--- config.mk ---
export PLATFORM = sky130hd
export DESIGN_NAME = multicycle_ctrl
export DESIGN_NICKNAME = d
export VERILOG_FILES = /design/src/rtl/multicycle_ctrl.sv
export SDC_FILE = /design/constraint.sdc
export NUM_CORES = 1
export LEC_CHECK = 0
export BUFFER_PORTS_ARGS = -buffer_cell sky130_fd_sc_hd__buf_2
export CAP_MARGIN = 20
export CORE_MARGIN = 2
export CORE_UTILIZATION = 50
export CTS_CLUSTER_SIZE = 12
export DETAILED_ROUTE_END_ITERATION = 10
export PLACE_DENSITY = 0.76
export SYNTH_ARGS = -nofsm -noshare
export SYNTH_HDL_FRONTEND = slang
export SYNTH_SLANG_ARGS = --single-unit
export TNS_END_PERCENT = 100
--- constraint.sdc ---
create_clock -name clk -period 5.4 [get_ports clk]
set_input_delay 0.81 -clock clk [delete_from_list [all_inputs] [get_ports clk]]
set_output_delay 0.81 -clock clk [all_outputs]
set_load 0.05 [all_outputs]
--- src/rtl/multicycle_ctrl.sv ---
`default_nettype none
// ============================================================================
// Module   : multicycle_ctrl
// Brief    : FSM sequencer for a multi-cycle RV32I datapath sharing one memory
// Revision : 1.0 - initial release
// ============================================================================
module multicycle_ctrl #(
  parameter int CNT_W = 32
) (
  input  logic             clk,
  input  logic             rst,
  input  logic [6:0]       opcode,
  input  logic [2:0]       funct3,
  input  logic [6:0]       funct7,
  input  logic             mem_ready,
  input  logic             branch_taken,
  output logic             mem_req,
  output logic             mem_we,
  output logic             mem_is_instr,
  output logic             IRWrite,
  output logic             PCWrite,
  output logic [1:0]       pc_src,
  output logic [1:0]       selSrc,
  output logic [3:0]       ALUOp,
  output logic             RegWrite,
  output logic [1:0]       wb_sel,
  output logic             illegal,
  output logic [2:0]       state,
  output logic [CNT_W-1:0] instret
);

  typedef enum logic [2:0] {
    S_FETCH  = 3'd0,
    S_DECODE = 3'd1,
    S_EXEC   = 3'd2,
    S_MEM    = 3'd3,
    S_WB     = 3'd4,
    S_TRAP   = 3'd5
  } state_t;

  localparam logic [6:0] OP_R      = 7'b0110011;
  localparam logic [6:0] OP_I      = 7'b0010011;
  localparam logic [6:0] OP_LOAD   = 7'b0000011;
  localparam logic [6:0] OP_STORE  = 7'b0100011;
  localparam logic [6:0] OP_BRANCH = 7'b1100011;
  localparam logic [6:0] OP_JAL    = 7'b1101111;
  localparam logic [6:0] OP_JALR   = 7'b1100111;

  localparam logic [3:0] ALU_ADD  = 4'b0000;
  localparam logic [3:0] ALU_SUB  = 4'b0001;
  localparam logic [3:0] ALU_AND  = 4'b0010;
  localparam logic [3:0] ALU_OR   = 4'b0011;
  localparam logic [3:0] ALU_XOR  = 4'b0100;
  localparam logic [3:0] ALU_SLL  = 4'b0101;
  localparam logic [3:0] ALU_SRL  = 4'b0110;
  localparam logic [3:0] ALU_SRA  = 4'b0111;
  localparam logic [3:0] ALU_SLT  = 4'b1000;
  localparam logic [3:0] ALU_SLTU = 4'b1001;

  localparam logic [6:0] F7_ZERO = 7'b0000000;
  localparam logic [6:0] F7_ALT  = 7'b0100000;

  state_t           cur;
  logic [6:0]       op_q;
  logic [2:0]       f3_q;
  logic [6:0]       f7_q;
  logic             illegal_q;
  logic [CNT_W-1:0] cnt_q;

  function automatic logic op_valid(input logic [6:0] op);
    case (op)
      OP_R, OP_I, OP_LOAD, OP_STORE, OP_BRANCH, OP_JAL, OP_JALR: op_valid = 1'b1;
      default:                                                  op_valid = 1'b0;
    endcase
  endfunction

  function automatic logic [3:0] alu_r(input logic [6:0] f7, input logic [2:0] f3);
    case ({f7, f3})
      {F7_ZERO, 3'b000}: alu_r = ALU_ADD;
      {F7_ALT,  3'b000}: alu_r = ALU_SUB;
      {F7_ZERO, 3'b111}: alu_r = ALU_AND;
      {F7_ZERO, 3'b110}: alu_r = ALU_OR;
      {F7_ZERO, 3'b100}: alu_r = ALU_XOR;
      {F7_ZERO, 3'b001}: alu_r = ALU_SLL;
      {F7_ZERO, 3'b101}: alu_r = ALU_SRL;
      {F7_ALT,  3'b101}: alu_r = ALU_SRA;
      {F7_ZERO, 3'b010}: alu_r = ALU_SLT;
      {F7_ZERO, 3'b011}: alu_r = ALU_SLTU;
      default:           alu_r = ALU_ADD;
    endcase
  endfunction

  // Immediate forms ignore funct7 except to pick logical vs arithmetic right shift.
  function automatic logic [3:0] alu_i(input logic [6:0] f7, input logic [2:0] f3);
    case (f3)
      3'b000:  alu_i = ALU_ADD;
      3'b111:  alu_i = ALU_AND;
      3'b110:  alu_i = ALU_OR;
      3'b100:  alu_i = ALU_XOR;
      3'b001:  alu_i = ALU_SLL;
      3'b101:  alu_i = (f7 == F7_ZERO) ? ALU_SRL : ALU_SRA;
      3'b010:  alu_i = ALU_SLT;
      3'b011:  alu_i = ALU_SLTU;
      default: alu_i = ALU_ADD;
    endcase
  endfunction

  logic is_r, is_i, is_load, is_store, is_branch, is_jal, is_jalr;

  always_comb begin
    is_r      = (op_q == OP_R);
    is_i      = (op_q == OP_I);
    is_load   = (op_q == OP_LOAD);
    is_store  = (op_q == OP_STORE);
    is_branch = (op_q == OP_BRANCH);
    is_jal    = (op_q == OP_JAL);
    is_jalr   = (op_q == OP_JALR);
  end

  always_ff @(posedge clk or posedge rst) begin
    if (rst) begin
      cur       <= S_FETCH;
      op_q      <= '0;
      f3_q      <= '0;
      f7_q      <= '0;
      illegal_q <= 1'b0;
      cnt_q     <= '0;
    end else begin
      case (cur)
        S_FETCH: begin
          if (mem_ready) cur <= S_DECODE;
        end
        S_DECODE: begin
          op_q <= opcode;
          f3_q <= funct3;
          f7_q <= funct7;
          if (op_valid(opcode)) begin
            cur <= S_EXEC;
          end else begin
            cur       <= S_TRAP;
            illegal_q <= 1'b1;
          end
        end
        S_EXEC: begin
          if (is_branch) begin
            cur   <= S_FETCH;
            cnt_q <= cnt_q + 1'b1;
          end else if (is_load || is_store) begin
            cur <= S_MEM;
          end else if (is_r || is_i || is_jal || is_jalr) begin
            cur <= S_WB;
          end else begin
            cur <= S_FETCH;
          end
        end
        S_MEM: begin
          if (mem_ready) begin
            if (is_load) begin
              cur <= S_WB;
            end else begin
              cur   <= S_FETCH;
              cnt_q <= cnt_q + 1'b1;
            end
          end
        end
        S_WB: begin
          cur   <= S_FETCH;
          cnt_q <= cnt_q + 1'b1;
        end
        S_TRAP: begin
          cur <= S_TRAP;
        end
        default: begin
          cur <= S_FETCH;
        end
      endcase
    end
  end

  always_comb begin
    mem_req      = 1'b0;
    mem_we       = 1'b0;
    mem_is_instr = 1'b0;
    IRWrite      = 1'b0;
    PCWrite      = 1'b0;
    pc_src       = 2'b00;
    selSrc       = 2'b00;
    ALUOp        = ALU_ADD;
    RegWrite     = 1'b0;
    wb_sel       = 2'b00;
    case (cur)
      S_FETCH: begin
        mem_req      = 1'b1;
        mem_is_instr = 1'b1;
        IRWrite      = mem_ready;
        PCWrite      = mem_ready;
      end
      S_EXEC: begin
        if (is_r) begin
          ALUOp = alu_r(f7_q, f3_q);
        end else if (is_i) begin
          selSrc = 2'b01;
          ALUOp  = alu_i(f7_q, f3_q);
        end else if (is_load || is_store) begin
          selSrc = 2'b01;
        end else if (is_branch) begin
          ALUOp   = ALU_SUB;
          PCWrite = branch_taken;
          pc_src  = branch_taken ? 2'b01 : 2'b00;
        end else if (is_jal) begin
          PCWrite = 1'b1;
          pc_src  = 2'b01;
        end else if (is_jalr) begin
          selSrc  = 2'b01;
          PCWrite = 1'b1;
          pc_src  = 2'b10;
        end
      end
      S_MEM: begin
        mem_req = 1'b1;
        mem_we  = is_store;
      end
      S_WB: begin
        RegWrite = 1'b1;
        if (is_load)                wb_sel = 2'b01;
        else if (is_jal || is_jalr) wb_sel = 2'b10;
      end
      default: begin
      end
    endcase
    // Reset must suppress every write strobe, even before the state settles.
    if (rst) begin
      mem_we   = 1'b0;
      IRWrite  = 1'b0;
      PCWrite  = 1'b0;
      RegWrite = 1'b0;
    end
  end

  assign state   = cur;
  assign illegal = illegal_q;
  assign instret = cnt_q;

endmodule
`default_nettype wire

==> results.yml <==
place:
  post_dp_cell_area_um2: 3210
  post-dp-hpwl_um: 4210
  port_buffers: 71
  pre_cts_ws_ns: 2.37
  gp_congestion: 0.918
sta:
  fin_crit_ns: 3.39
  fmax_ghz: 0.295
  final-max-slew-violation-count: 0
  setup_slack_ns: 2.01
  setup_tns_ns: 0
  setup_viol: 0
  period_share_pct: 62.7
  rsz0062_at_grt: "false"
  hold_viol: 0
  hold_slack_ns: 0.473
  worst_pin_slew_ns: 0.740
  final.setup_skew_ns: 0.00659
  relSlewSlack_pct: 50.0
global_route:
  grt_pass1_wl_um: 10000
  grt_antenna_before_repair: 0
  grt_util_all_layers_pct: 20.0
  grt-ovfl-total: 0
  grt_pass1_vias: 2179
  grt_max_degree: 56
synth:
  yosysUniqueCellTypes: 53
  synthArstFlopShare_pct: 100
  ys_dominant_reg_cell: "dfrtp_1"
  yosys_warnings: 0
  syn-cell-area_um2: 2810
  synth-seq-cells: 53
  yosysTopAreaCell: "dfrtp_1"
  synthCells: 269
  syn_area_per_cell_um2: 10.5
  synth_edf_count: 0
  synth_seq_area_share_pct: 47.2
  syn_nets: 291
  netlist.area_leader.share_pct: 47.2
  synthTopCellsByArea: "dfrtp_1, mux2_2, xor2_1"
min_path:
  hold_class: "flop to flop"
  holdCritStartpoint: "illegal"
clock_network:
  clk_pin_slew_ns: 0.09
  clock_latency_ns: 0.30
  clockBufferDepth: 2
  cts_hold_buf: 0
  cts_buffers: 5
  cts_tree: "yes"
  clock-root-buffer: "clkbuf_8"
  clkSinkCount: 53
  h-tree-depth: 2
  post-cts-setup-buffer-count: 0
  cts_resized: 0
critical_path:
  worstSetupStartpointType: "flop"
  critPathKind: "flop to primary output"
  crit_path_end_kind: "primary output"
  cp_max_fo: 5
  slowest_delay_ns: 0.69
  cp.required_ns: 4.59
  setup.worst_path.start: "op_q[6]"
  arrival_ns: 2.58
  reg2reg_slack_ns: 3.17
  r2r_start: "op_q[2]"
  path_cells: "nand3b_1, nor4b_1, nand2_1, a2111oi_0, buf_2"
  cp_slowest_cell: "nor4b_1"
floorplan:
  initial_utilization_pct: 51.4
  die_h_um: 79
  design.core.area_um2: 5470
  dieArea_um2: 6240
  fp-row-count: 27
  die_w_um: 79
  num_io_pins: 73
pwr:
  p_int_uw: 798
  vdd_ir_drop_max_mv: 0.250
  p_per_area_nw_per_um2: 419
  comb_power_share_pct: 39.2
  sequentialPowerShare_pct: 45.1
  switching_power_uw: 589
  total_power_mw: 1.39
  p_leak_nw: 1.63
  pwr-share-clk_pct: 15.7
  switching_share_pct: 42.5
routing:
  drt_iter0_drc: 114
  route.vias.total: 2225
  wire_per_inst_um: 14.0
  wl_um: 5790
  drcViolationCount: 0
  drtAntennaViolNets: 0
  viasPerCell: 5.39
  drt_pass1_iterations: 4
cells_and_area:
  final_nets: 362
  diodes: 0
  syn_to_final_growth_pct: 17.7
  fin_area_um2: 3310
  drive_gt1_share_pct: 32.8
flow_run:
  drv_cap: 0
outcome:
  status: "complete, no violations"
## cells by family after synthesis
kind of cell	share of synthesized area (%)
AO/OA/AOI/OAI	6.76
XOR/XNOR	9.96
adder cells (fa/ha/maj)	0.445
buffers and inverters	3.83
flip-flops	47.2
multiplexers	6.81
other	0.133
AND/OR/NAND/NOR	24.9
## layer usage
| metal | GRT usage, % | wire length (um) |
|---|---|---|
| met1 | 27.2 | 2620 |
| met5 | 0 | 0 |
| met4 | 6.55 | 83 |
| met3 | 3.98 | 336 |
| met2 | 32.5 | 2750 |
## registers in the layout, summed over array words and instances, names as in the netlist
signal and count:
f7_q 7, instret 32, state 3, f3_q 3, op_q 7, illegal 1
## through the flow
stage / instances / util, %
2_1_floorplan: 269 / -
3_3_place_gp: 404 / 58.7
3_5_place_dp: 404 / 58.7
4_1_cts: 412 / 60.2
5_1_grt: 413 / 60.5
6_report: 413 / 60.5
## path summary, 6_finish.rpt
check / end / depth (start not counted)
min reg2reg: illegal / 1
min: illegal / 1
max: ALUOp[2] / 5
min in group asynchronous: state[1] / 3
max in group asynchronous: instret[14] / 3
max reg2reg: instret[1] / 5
## placed cells by master (no fill, tap or decap), types with 2 or more instances in the layout
cell type,n
a211oi_1,2
a21o_1,2
a21oi_1,2
and3_1,5
and4_1,4
buf_2,71
buf_4,2
clkbuf_1,2
clkbuf_8,5
dfrtp_1,53
inv_1,11
mux2_2,17
nand2_1,22
nand3_1,7
nand3b_1,4
nand4_1,8
nor2_1,14
nor2b_1,4
nor3_1,21
nor4_1,2
nor4_2,2
nor4_4,2
nor4b_1,2
o211ai_1,2
o21ai_0,10
o21ai_2,2
or3_1,3
or3b_2,2
xnor2_1,14
xor2_1,18
## power by group through the flow
stage,Clock [mW],Combinational (mW),Sequential [mW]
final,0.218,0.544,0.626
after CTS,0.223,0.538,0.623
after detailed placement,0,0.536,0.632
after floorplan,0,0.391,0.676
after global placement,0,0.530,0.627
after global routing,0.241,0.596,0.647
## cell type report
class                   count  area [um^2]
repair buffers             74          385
multi-input cells         194         1380
well taps                  72         90.1
clock inverters             1         7.51
clock buffers               7         76.3
fillers                   498         2160
flip-flops and latches     53         1330
inverters                  12         45.0
## worst max-delay path, delay by kind of cell, from the launching register on
| kind | cells | cell delay, ns |
|---|---|---|
| AND/OR/NAND/NOR | 3 | 1.10 |
| flip-flops | 1 | 0.41 |
| buffers and inverters | 1 | 0.34 |
| AO/OA/AOI/OAI | 1 | 0.43 |
## cells in the mapped netlist (all sizes together) (2+ instances only)
master / n
a211oi: 2
a21o: 2
a21oi: 2
and3: 5
and4: 4
buf: 6
clkbuf: 4
dfrtp: 53
inv: 12
mux2: 17
nand2: 22
nand3: 7
nand3b: 5
nand4: 8
nor2: 14
nor2b: 4
nor3: 22
nor4: 6
nor4b: 2
o211ai: 2
o21ai: 12
or3: 4
or3b: 3
or4: 2
xnor2: 14
xor2: 18
Note: power is estimated with default switching activity, not from simulation.
